### src/rtl/led_pattern_ctrl.sv
`default_nettype none
// ============================================================================
//  Module      : led_pattern_ctrl
//  Description : 4-bit LED sequencer with a built-in prescaler and four
//                selectable patterns: blink, rotate, ping-pong and binary
//                count. A synchronised push-button cycles through the modes.
//  Revision    : 1.0  initial release
// ============================================================================
module led_pattern_ctrl #(
  parameter int N = 22
) (
  input  logic       clk,
  input  logic       rst,
  input  logic       run,
  input  logic       mode_btn,
  output logic [3:0] data,
  output logic [1:0] mode,
  output logic       tick
);

  typedef enum logic [1:0] {
    MODE_BLINK    = 2'd0,
    MODE_ROTATE   = 2'd1,
    MODE_PINGPONG = 2'd2,
    MODE_COUNT    = 2'd3
  } mode_t;

  typedef enum logic {
    DIR_LEFT  = 1'b0,
    DIR_RIGHT = 1'b1
  } dir_t;

  localparam logic [N-1:0] CNT_LAST = '1;
  localparam logic [N-1:0] CNT_ONE  = N'(1);

  // Prescaler count; the step tick fires on its last value.
  logic [N-1:0] count;

  // Button synchroniser (btn_s1, btn_s2) and edge-history flop (btn_s3).
  logic btn_s1;
  logic btn_s2;
  logic btn_s3;
  logic press;

  // Pattern state.
  mode_t      state;
  dir_t       dir;
  logic [1:0] next_mode_raw;
  mode_t      next_mode;
  logic [3:0] seed_data;
  logic [3:0] step_data;
  dir_t       step_dir;

  // Tick is decoded from the registered count and gated by run, so a
  // frozen prescaler can never emit a strobe.
  assign tick  = run & (count == CNT_LAST);

  // Rising edge of the synchronised button; holding it gives one event.
  assign press = btn_s2 & ~btn_s3;

  assign next_mode_raw = state + 2'd1;
  assign next_mode     = mode_t'(next_mode_raw);
  assign mode          = state;

  // Seed pattern loaded when entering the next mode.
  always_comb begin
    seed_data = 4'b0000;
    case (next_mode)
      MODE_BLINK:    seed_data = 4'b0000;
      MODE_ROTATE:   seed_data = 4'b0001;
      MODE_PINGPONG: seed_data = 4'b0001;
      MODE_COUNT:    seed_data = 4'b0000;
      default:       seed_data = 4'b0000;
    endcase
  end

  // One pattern step for the current mode; the bouncing bit reverses
  // direction when it reaches either end of the register.
  always_comb begin
    step_data = data;
    step_dir  = dir;
    case (state)
      MODE_BLINK: begin
        step_data = ~data;
      end
      MODE_ROTATE: begin
        step_data = {data[2:0], data[3]};
      end
      MODE_PINGPONG: begin
        if (dir == DIR_LEFT) begin
          if (data[3]) begin
            step_data = {1'b0, data[3:1]};
            step_dir  = DIR_RIGHT;
          end else begin
            step_data = {data[2:0], 1'b0};
          end
        end else begin
          if (data[0]) begin
            step_data = {data[2:0], 1'b0};
            step_dir  = DIR_LEFT;
          end else begin
            step_data = {1'b0, data[3:1]};
          end
        end
      end
      MODE_COUNT: begin
        step_data = data + 4'd1;
      end
      default: begin
        step_data = data;
      end
    endcase
  end

  // Sequencer state: button sampling, mode change (priority over a step),
  // prescaler advance and pattern step.
  always_ff @(posedge clk or posedge rst) begin
    if (rst) begin
      btn_s1 <= 1'b0;
      btn_s2 <= 1'b0;
      btn_s3 <= 1'b0;
      count  <= '0;
      state  <= MODE_BLINK;
      dir    <= DIR_LEFT;
      data   <= 4'b0000;
    end else begin
      btn_s1 <= mode_btn;
      btn_s2 <= btn_s1;
      btn_s3 <= btn_s2;
      if (press) begin
        // A mode change restarts the period, so a coincident tick is dropped.
        state <= next_mode;
        data  <= seed_data;
        dir   <= DIR_LEFT;
        count <= '0;
      end else if (run) begin
        count <= count + CNT_ONE;
        if (tick) begin
          data <= step_data;
          dir  <= step_dir;
        end
      end
    end
  end

endmodule
`default_nettype wire

### config.mk
export PLATFORM = sky130hd
export DESIGN_NAME = led_pattern_ctrl
export DESIGN_NICKNAME = d
export VERILOG_FILES = /design/src/rtl/led_pattern_ctrl.sv
export SDC_FILE = /design/constraint.sdc
export NUM_CORES = 1
export LEC_CHECK = 0
export CAP_MARGIN = 40
export CORE_MARGIN = 4
export CORE_UTILIZATION = 40
export CTS_CLUSTER_DIAMETER = 150
export DETAILED_ROUTE_END_ITERATION = 10
export GPL_TIMING_DRIVEN = 0
export SETUP_SLACK_MARGIN = 0.02
export SYNTH_ARGS = -nofsm -noshare
export SYNTH_HDL_FRONTEND = slang
export SYNTH_SLANG_ARGS = --single-unit
### constraint.sdc
create_clock -name clk -period 2.7 [get_ports clk]
set_input_delay 0.54 -clock clk [delete_from_list [all_inputs] [get_ports clk]]
set_output_delay 0.54 -clock clk [all_outputs]
set_load 0.03 [all_outputs]
==> flow_metrics.tcl, run 1 <==
set metrics [dict create \
    status "completed" \
    fillers 369 \
    ctsHoldBuffers 0 \
    numCtsBuffers 5 \
    htreeDepth 2 \
    crit_path_end_kind "output port" \
    comb_power_share 0.266 \
    die_y_um 73.70 \
    synth_top_area_share 0.4638 \
    fin_ws_ns 0.2649 \
    peakVddDrop_v 0.0004463 \
    avgViaCountPerCell 5.514 \
    cts_tree "done" \
    ioPinCount 11 \
    power.total_w 0.001338 \
    vias 1362 \
    postRouteAntennaNets 0 \
    core-area_sq_um 4086 \
    skew_ns 0.005288 \
    design_area_sq_um 2016 \
    critPathArrivalTime_ns 1.90 \
    synth_common_cells "dfrtp_1, nor2_1, nand2_1, xor2_1" \
    synth_warnings 0 \
    synth_nets 189 \
    grt_max_degree 20 \
    tightest_slew_ns 0.5902 \
    rsz0062_at_grt "false" \
    dp_hpwl_um 2472 \
    die_area_sq_um 5432 \
    setup_viol 0 \
    syn_area_per_cell_sq_um 9.700 \
    wirelength_um 3415 \
    antenna_cells 0 \
    rows 23 \
    switching_share 0.3343 \
    crit_buf_inv 2 \
    yosys_register_bits 32 \
    hold_viol 0 \
    crit_required_ns 2.16 \
    switchingPower_w 0.0004471 \
    drcViolationCount 0 \
    layout_worst_path_cycle_share 0.9019 \
    path_cells "ha_1 -> nand3_1 -> nor4_4 -> nand3_4 -> inv_2 -> buf_2" \
    yosysTopAreaCell "dfrtp_1" \
    p_seq_frac 0.437 \
    async_reset_ff_frac 1.000 \
    post-route-util 0.4933 \
    synthToLayoutAreaGrowth_pct 16.74 \
    post-place-ws_ns -0.3115 \
    critPathKind "flip-flop to output port" \
    portBuffers 9 \
    synth_most_common_cell "dfrtp_1" \
    power_leakage_nw 0.8667 \
    antenna_found_initial 0 \
    min_period_ns 2.435 \
    clock_path_buffers 2 \
    ys_top_cells_by_area "dfrtp_1, xor2_1, nor2_1, ha_1, xnor2_1" \
    slowest_stage "dfrtp_1" \
    fin_nets 208 \
    synth_cells 178 \
    slew_headroom 0.6061 \
    track_usage 0.1466 \
    die_w_um 73.70 \
    start_util 0.4225 \
    p_per_area_nw_per_um2 663.6 \
    hold_class "flip-flop to flip-flop" \
    power_frac_clock 0.297 \
    crit_path_start_kind "flip-flop" \
    maxCapViolations 0 \
    synth_edf_count 0 \
    layout-drive-gt1-share 0.08629 \
    netlist_area_sq_um 1727 \
    internal_power_w 0.0008904 \
    ys_seq_area_frac 0.4638 \
    cts_root_buffer "clkbuf_8" \
    grt_pass1_wl_um 6078 \
    ys_types 37 \
    critPathTopFamily "simple AND/OR/NAND/NOR gates" \
    placed_area_sq_um 1917 \
    slowest_delay_ns 0.39 \
    clkLatencyLatePin_ns 0.29 \
    finalMaxSlewViolations 0 \
    grt_pass1_vias 1337 \
    critPathMaxFanout 8 \
    cts.sinks 32 \
    clk_pin_slew_worst_paths_ns 0.07 \
    globalRoute.totalOverflow 0 \
    drt-initial-drc-count 54 \
    yosys_most_used_dff "dfrtp_1" \
    gp_congestion 0.8931 \
    drt_pre_antenna_iters 4 \
    clock.fmax_ghz 0.4107 \
    wl_per_cell_um 13.83 \
]
-- flip-flops by register name, summed over array words and instances, names as in the netlist --
register	flops
btn_s1	1
data	4
mode	2
count	22
btn_s2	1
btn_s3	1
dir	1
-- kinds of logic (layout without fill, tap and decap cells) --
group / count (synthesis) / after routing / share of synthesized area
buffers and inverters: 15 / 34 / 0.03333
multiplexers: 1 / 1 / 0.005797
XOR/XNOR: 21 / 21 / 0.1065
AND/OR/NAND/NOR: 81 / 81 / 0.2587
AO/OA/AOI/OAI: 21 / 21 / 0.08116
adder cells (fa/ha/maj): 7 / 7 / 0.05072
flip-flops: 32 / 32 / 0.4638
-- path summary, 6_finish.rpt --
| kind | from | to | depth (start not counted) | slack [ns] |
|---|---|---|---|---|
| worst max-delay path | count[0] | tick | 6 | 0.26 |
| worst min-delay path | btn_s1 | btn_s2 | 0 | 0.35 |
| worst max register to register | mode[0] | data[2] | 6 | 0.83 |
| worst min register to register | btn_s1 | btn_s2 | 0 | 0.35 |
| max in group asynchronous | rst | count[13] | 3 | 1.59 |
| min in group asynchronous | rst | mode[0] | 2 | 0.61 |
-- power groups by stage --
stage / clock network (W) / registers, W / logic [W]
3_3_place_gp: 0 / 0.000587 / 0.000341
6_report: 0.000398 / 0.000584 / 0.000355
3_5_place_dp: 0 / 0.000590 / 0.000355
2_1_floorplan: 0 / 0.000623 / 0.000208
4_1_cts: 0.000412 / 0.000582 / 0.000357
5_1_grt: 0.000429 / 0.000593 / 0.000399
-- cell usage in the layout, fill, tap and decap left out, types with 2 or more instances in the layout --
cell	count
clkbuf_8	7
ha_1	7
buf_2	2
or3_1	3
o21ai_0	5
clkbuf_1	6
nand3_1	8
xor2_1	14
nand4_1	8
nor2_1	25
dfrtp_1	32
and4_1	2
inv_1	6
a21oi_1	4
nand2_1	14
nand3_4	2
and3_1	3
nand3b_1	2
nand2b_1	2
nor3_1	4
a31oi_1	4
clkdlybuf4s50_1	8
nor4_1	3
xnor2_1	7
-- what timing repair did --
item,CTS,global route
buffers inserted,1,0
setup endpoints to repair,1,1
pin swaps,1,1
gates resized for setup,6,0
-- worst reg2reg max path, cell delays in order, from the launching register on --
cell	delay [ns]
dfrtp_1	0.43
inv_1	0.15
ha_1	0.31
a31oi_1	0.11
o32a_1	0.37
o221a_2	0.27
nor3_1	0.16
-- metal layers --
layer	part of all wire	global-route usage	vias up
met3	0.047	0.04241	10
met4	0.026	0.07042	0
li1	-	-	655
met2	0.48	0.2441	33
met5	0	0	-
met1	0.45	0.1716	664
-- cell type report --
class	instances	area [sq um]	share of cell area
buffer	8	31.28	0.01552
clock buffer	7	96.34	0.04780
inverter	7	26.28	0.01304
multi-input combinational	131	868.3	0.4308
sequential	32	800.8	0.3973
tap	50	62.56	0.03104
timing repair buffer	12	130.1	0.06456
-- through the flow --
stage | TNS, ns | std cells | hold WS (ns)
finish | 0 | 247 | 0.3459
global route | 0 | 247 | 0.3694
CTS | 0 | 247 | 0.3519
detailed placement | -0.3115 | 239 | 0.3371
global placement | -0.3168 | 237 | 0.3456
floorplan | 0 | 178 | 0.3312
Note: power is estimated with default switching activity, not from simulation.
==> run 2, diff against run 1 <==
--- a/config.mk
+++ b/config.mk
@@ -9,7 +9,9 @@
 export CORE_MARGIN = 4
 export CORE_UTILIZATION = 40
 export CTS_CLUSTER_DIAMETER = 150
+export CTS_CLUSTER_SIZE = 30
 export DETAILED_ROUTE_END_ITERATION = 10
+export DONT_BUFFER_PORTS = 1
 export GPL_TIMING_DRIVEN = 0
 export SETUP_SLACK_MARGIN = 0.02
 export SYNTH_ARGS = -nofsm -noshare
==> run 2 against run 1 <==
Clock skew fell by 0.00084 ns. Worst hold slack got worse by 0.14 ns. First-iteration DRC count rose by 39%. Count of clock-buffer cells in the layout rose by 1. Sequential power rose by 8.2%. Worst setup slack got worse by 0.071 ns. Clock power fell by 5.5%. Critical endpoint unchanged. Largest cell class unchanged. Flip-flop and latch count did not move. Routed wire length rose by 1.8%. Critical path type unchanged.
==> flow_metrics.tcl, run 2 (synthesis gave the netlist of run 1 again) <==
set metrics [dict create \
    status "completed" \
    cts_tree "done" \
    slowest_delay_ns 0.41 \
    antenna_found_initial 0 \
    gp_congestion 0.8553 \
    tns_ns 0 \
    drt-initial-drc-count 75 \
    slowest_stage "nor4_4" \
    antenna_cells 0 \
    slew_headroom 0.6028 \
    wirelength_um 3477 \
    design_area_sq_um 1928 \
    die_w_um 73.70 \
    placed_area_sq_um 1827 \
    grt_pass1_vias 1328 \
    globalRoute.totalOverflow 0 \
    track_usage 0.1492 \
    ioPinCount 11 \
    maxCapViolations 0 \
    layout-drive-gt1-share 0.07937 \
    critPathArrivalTime_ns 1.97 \
    core-area_sq_um 4086 \
    largest_reg_flops 22 \
    peakVddDrop_v 0.0005462 \
    power_leakage_nw 0.8188 \
    numCtsBuffers 5 \
    use_met1 0.1925 \
    grt_use_met3 0.04104 \
    portBuffers 0 \
    synthToLayoutAreaGrowth_pct 11.67 \
    clkLatencyLatePin_ns 0.28 \
    ctsHoldBuffers 0 \
    vias 1338 \
    clock_path_buffers 2 \
    grt_pass1_wl_um 6203 \
    reg2reg_slack_ns 0.62 \
    fin_nets 199 \
    rows 23 \
    die_y_um 73.70 \
    cts.sinks 32 \
    htreeDepth 2 \
    grtUsageMet2 0.2323 \
    final_common_cell "dfrtp_1" \
    clock.fmax_ghz 0.3990 \
    regMostFlops "count" \
    tightest_slew_ns 0.5951 \
    clk_pin_slew_worst_paths_ns 0.07 \
    hold_class "input port to async pin" \
    critPathMaxFanout 8 \
    drt_pre_antenna_iters 4 \
    crit_path_start_kind "flip-flop" \
    top_usage_layer "met2" \
    avgViaCountPerCell 5.598 \
    layout_worst_path_cycle_share 0.9282 \
    grt_max_degree 21 \
    hold_viol 0 \
    p_per_area_nw_per_um2 658.3 \
    rsz0062_at_grt "false" \
    ff2ff_path_depth 7 \
    start_util 0.4225 \
    crit_path_end_kind "output port" \
    drcViolationCount 0 \
    finalMaxSlewViolations 0 \
    min_period_ns 2.506 \
    die_area_sq_um 5432 \
    critPathKind "flip-flop to output port" \
    path_cells "ha_1 -> nand3_1 -> nor4_4 -> nand3_4 -> clkinvlp_4" \
    skew_ns 0.004447 \
    wl_per_cell_um 14.55 \
    layout_common_cells "dfrtp_1, nor2_1, nand2_1, xor2_1" \
    dp_hpwl_um 2543 \
    crit_required_ns 2.16 \
    setup_viol 0 \
    cts_root_buffer "clkbuf_8" \
    postRouteAntennaNets 0 \
]
==> run 2: stage by stage <==
step                      utilization  hold WS, ns  setup WS [ns]  total power (W)  std cells
after global routing           0.4718       0.2445        0.02240         0.001354        239
after floorplan                     -       0.3312         0.5148        0.0008311        178
after detailed placement       0.4470       0.3386         0.2015        0.0009035        230
after CTS                      0.4709       0.2170        0.05112         0.001284        239
final                          0.4718       0.2097         0.1939         0.001269        239
after global placement         0.4378       0.3460         0.2409        0.0008838        228
==> run 2: critical path: cells and delay by family, from the launching register on <==
kind,cells,cell delay [ns]
adder cells (fa/ha/maj),1,0.25
buffers and inverters,1,0.25
flip-flops,1,0.39
AND/OR/NAND/NOR,3,0.79
==> run 2: power breakdown <==
part | switching [W] | internal (W)
sequential | 0.000110 | 0.000522
clock | 0.000168 | 0.000208
combinational | 0.000159 | 0.000103
total | 0.000437 | 0.000832
==> run 2: path summary, 6_finish.rpt <==
check / to / start
setup / recovery: tick / count[0]
hold / removal: data[3] / rst
setup reg to reg: data[2] / count[0]
hold reg to reg: btn_s2 / btn_s1
max in group asynchronous: count[14] / rst
min in group clk: btn_s1 / mode_btn
==> run 2: layout make-up <==
| type | count | area (sq um) |
|---|---|---|
| fillers | 397 | 2158 |
| multi-input cells | 131 | 868.3 |
| flip-flops and latches | 32 | 800.8 |
| clock buffers | 8 | 90.09 |
| well taps | 50 | 62.56 |
| repair buffers | 3 | 45.04 |
| plain buffers | 8 | 31.28 |
| inverters | 7 | 30.03 |
==> run 2: timing repair <==
item / in CTS / in global routing
pin swaps: 1 / 0
resized for setup: 0 / 1
setup endpoints to repair: 1 / 1
buffers inserted: 1 / 0
==> run 2: per-layer routing <==
metal / wire length [um] / vias up / part of all wire
met5: 0 / - / 0
met2: 1655 / 26 / 0.48
li1: - / 644 / -
met4: 65 / 0 / 0.019
met3: 126 / 7 / 0.036
met1: 1630 / 661 / 0.47
==> run 3, diff against run 2 <==
--- a/config.mk
+++ b/config.mk
@@ -5,7 +5,6 @@
 export SDC_FILE = /design/constraint.sdc
 export NUM_CORES = 1
 export LEC_CHECK = 0
-export CAP_MARGIN = 40
 export CORE_MARGIN = 4
 export CORE_UTILIZATION = 40
 export CTS_CLUSTER_DIAMETER = 150
==> run 3 against run 2 <==
Clock skew up 0.00095 ns. Critical path type unchanged. Sequential share of layout area up 0.22 points. First-iteration DRC count fell by 19%.
==> flow_metrics.tcl, run 3 (synthesis gave the netlist of run 1 again) <==
set metrics [dict create \
    status "completed" \
    final_common_cell "dfrtp_1" \
    critPathKind "flip-flop to output port" \
    cts.sinks 32 \
    min_period_ns 2.523 \
    numCtsBuffers 5 \
    p_per_area_nw_per_um2 661.7 \
    slew_headroom 0.3291 \
    grt_max_degree 33 \
    drcViolationCount 0 \
    gp_congestion 0.8553 \
    wirelength_um 3523 \
    postRouteAntennaNets 0 \
    rsz0062_at_grt "false" \
    grt_pass1_vias 1328 \
    die_w_um 73.70 \
    layout-drive-gt1-share 0.07447 \
    crit_path_end_kind "output port" \
    globalRoute.totalOverflow 0 \
    layout_worst_path_cycle_share 0.9345 \
    die_area_sq_um 5432 \
    track_usage 0.1487 \
    vias 1307 \
    hold_class "input port to async pin" \
    reg2reg_from "count[2]" \
    ctsHoldBuffers 0 \
    tns_ns 0 \
    htreeDepth 2 \
    seq_area_sq_um 800.8 \
    clkLatencyLatePin_ns 0.28 \
    ioPinCount 11 \
    ff2ff_path_depth 5 \
    fin_nets 198 \
    layout_common_cells "dfrtp_1, nor2_1, nand2_1, xor2_1" \
    synthToLayoutAreaGrowth_pct 11.09 \
    core-area_sq_um 4086 \
    finalMaxSlewViolations 0 \
    power_leakage_nw 0.8145 \
    peakVddDrop_v 0.0005220 \
    start_util 0.4225 \
    grt_pass1_wl_um 6106 \
    antenna_found_initial 0 \
    drt_pre_antenna_iters 4 \
    cts_tree "done" \
    hold_viol 0 \
    fillers 388 \
    die_y_um 73.70 \
    crit_required_ns 2.16 \
    dp_hpwl_um 2451 \
    cts_root_buffer "clkbuf_8" \
    regMostFlops "count" \
    post-route-util 0.4694 \
    clk_pin_slew_worst_paths_ns 0.06 \
    maxCapViolations 0 \
    largest_reg_flops 22 \
    setup_viol 0 \
    reg2reg_slack_ns 0.56 \
    avgViaCountPerCell 5.492 \
    crit_path_start_kind "flip-flop" \
    critPathMaxFanout 8 \
    wl_per_cell_um 14.80 \
    drt-initial-drc-count 61 \
    critPathArrivalTime_ns 1.98 \
    antenna_cells 0 \
    multi_input_area_sq_um 868.3 \
    clock_path_buffers 2 \
    timing.rr.end "count[21]" \
    tightest_slew_ns 0.9972 \
    portBuffers 0 \
    skew_ns 0.005394 \
    clock.fmax_ghz 0.3963 \
    rows 23 \
]
[run 3: how the worst max path moves through the flow]
stage          startpoint    to  slack (ns)  cells after the start
6_report         count[0]  tick        0.18                      5
5_1_grt          count[0]  tick        0.02                      5
4_1_cts          count[0]  tick        0.07                      5
3_5_place_dp          run  tick        0.21                      5
3_3_place_gp          run  tick        0.24                      5
2_1_floorplan         run  tick        0.51                      5
[run 3: repair_timing]
item                                    4_1_cts  5_1_grt
endpoints found under the setup margin        1        1
gates resized for setup                       0        1
pin swaps                                     1        0
buffers inserted                              1        0
gates cloned                                  0        0
[run 3: area by class of cell]
type	count	area share
tap	50	0.03262
inverter	7	0.01566
multi-input combinational	131	0.4527
buffer	8	0.01631
clock buffer	8	0.04697
timing repair buffer	2	0.01826
sequential	32	0.4175
[run 3: through the flow]
stage / setup WS, ns / instance area (sq um) / cells / hold WS (ns) / total power (W)
finish: 0.1768 / 1918 / 238 / 0.1289 / 0.001269
global route: 0.02359 / 1918 / 238 / 0.1276 / 0.001354
CTS: 0.06550 / 1887 / 237 / 0.2765 / 0.001279
detailed placement: 0.2097 / 1789 / 228 / 0.3378 / 0.0008998
global placement: 0.2409 / 1789 / 228 / 0.3460 / 0.0008838
floorplan: 0.5148 / 1727 / 178 / 0.3312 / 0.0008311
[run 3: critical path: stages, from the launching register on]
cell	delay (ns)
dfrtp_1	0.39
ha_1	0.26
nand3_1	0.19
nor4_4	0.42
nand3_4	0.19
clkinvlp_4	0.25
[run 3: layer usage]
metal  GRT usage  share of wire  up-vias
li1            -              -      640
met1      0.1893           0.47      630
met2      0.2313           0.48       30
met3     0.04104          0.033        7
met4     0.07243          0.020        0
met5           0              0        -
[run 3: power breakdown]
part / total (W) / internal [W] / switching, W
Combinational: 0.000264 / 0.000103 / 0.000161
Sequential: 0.000632 / 0.000522 / 0.000110
Clock: 0.000373 / 0.000208 / 0.000166
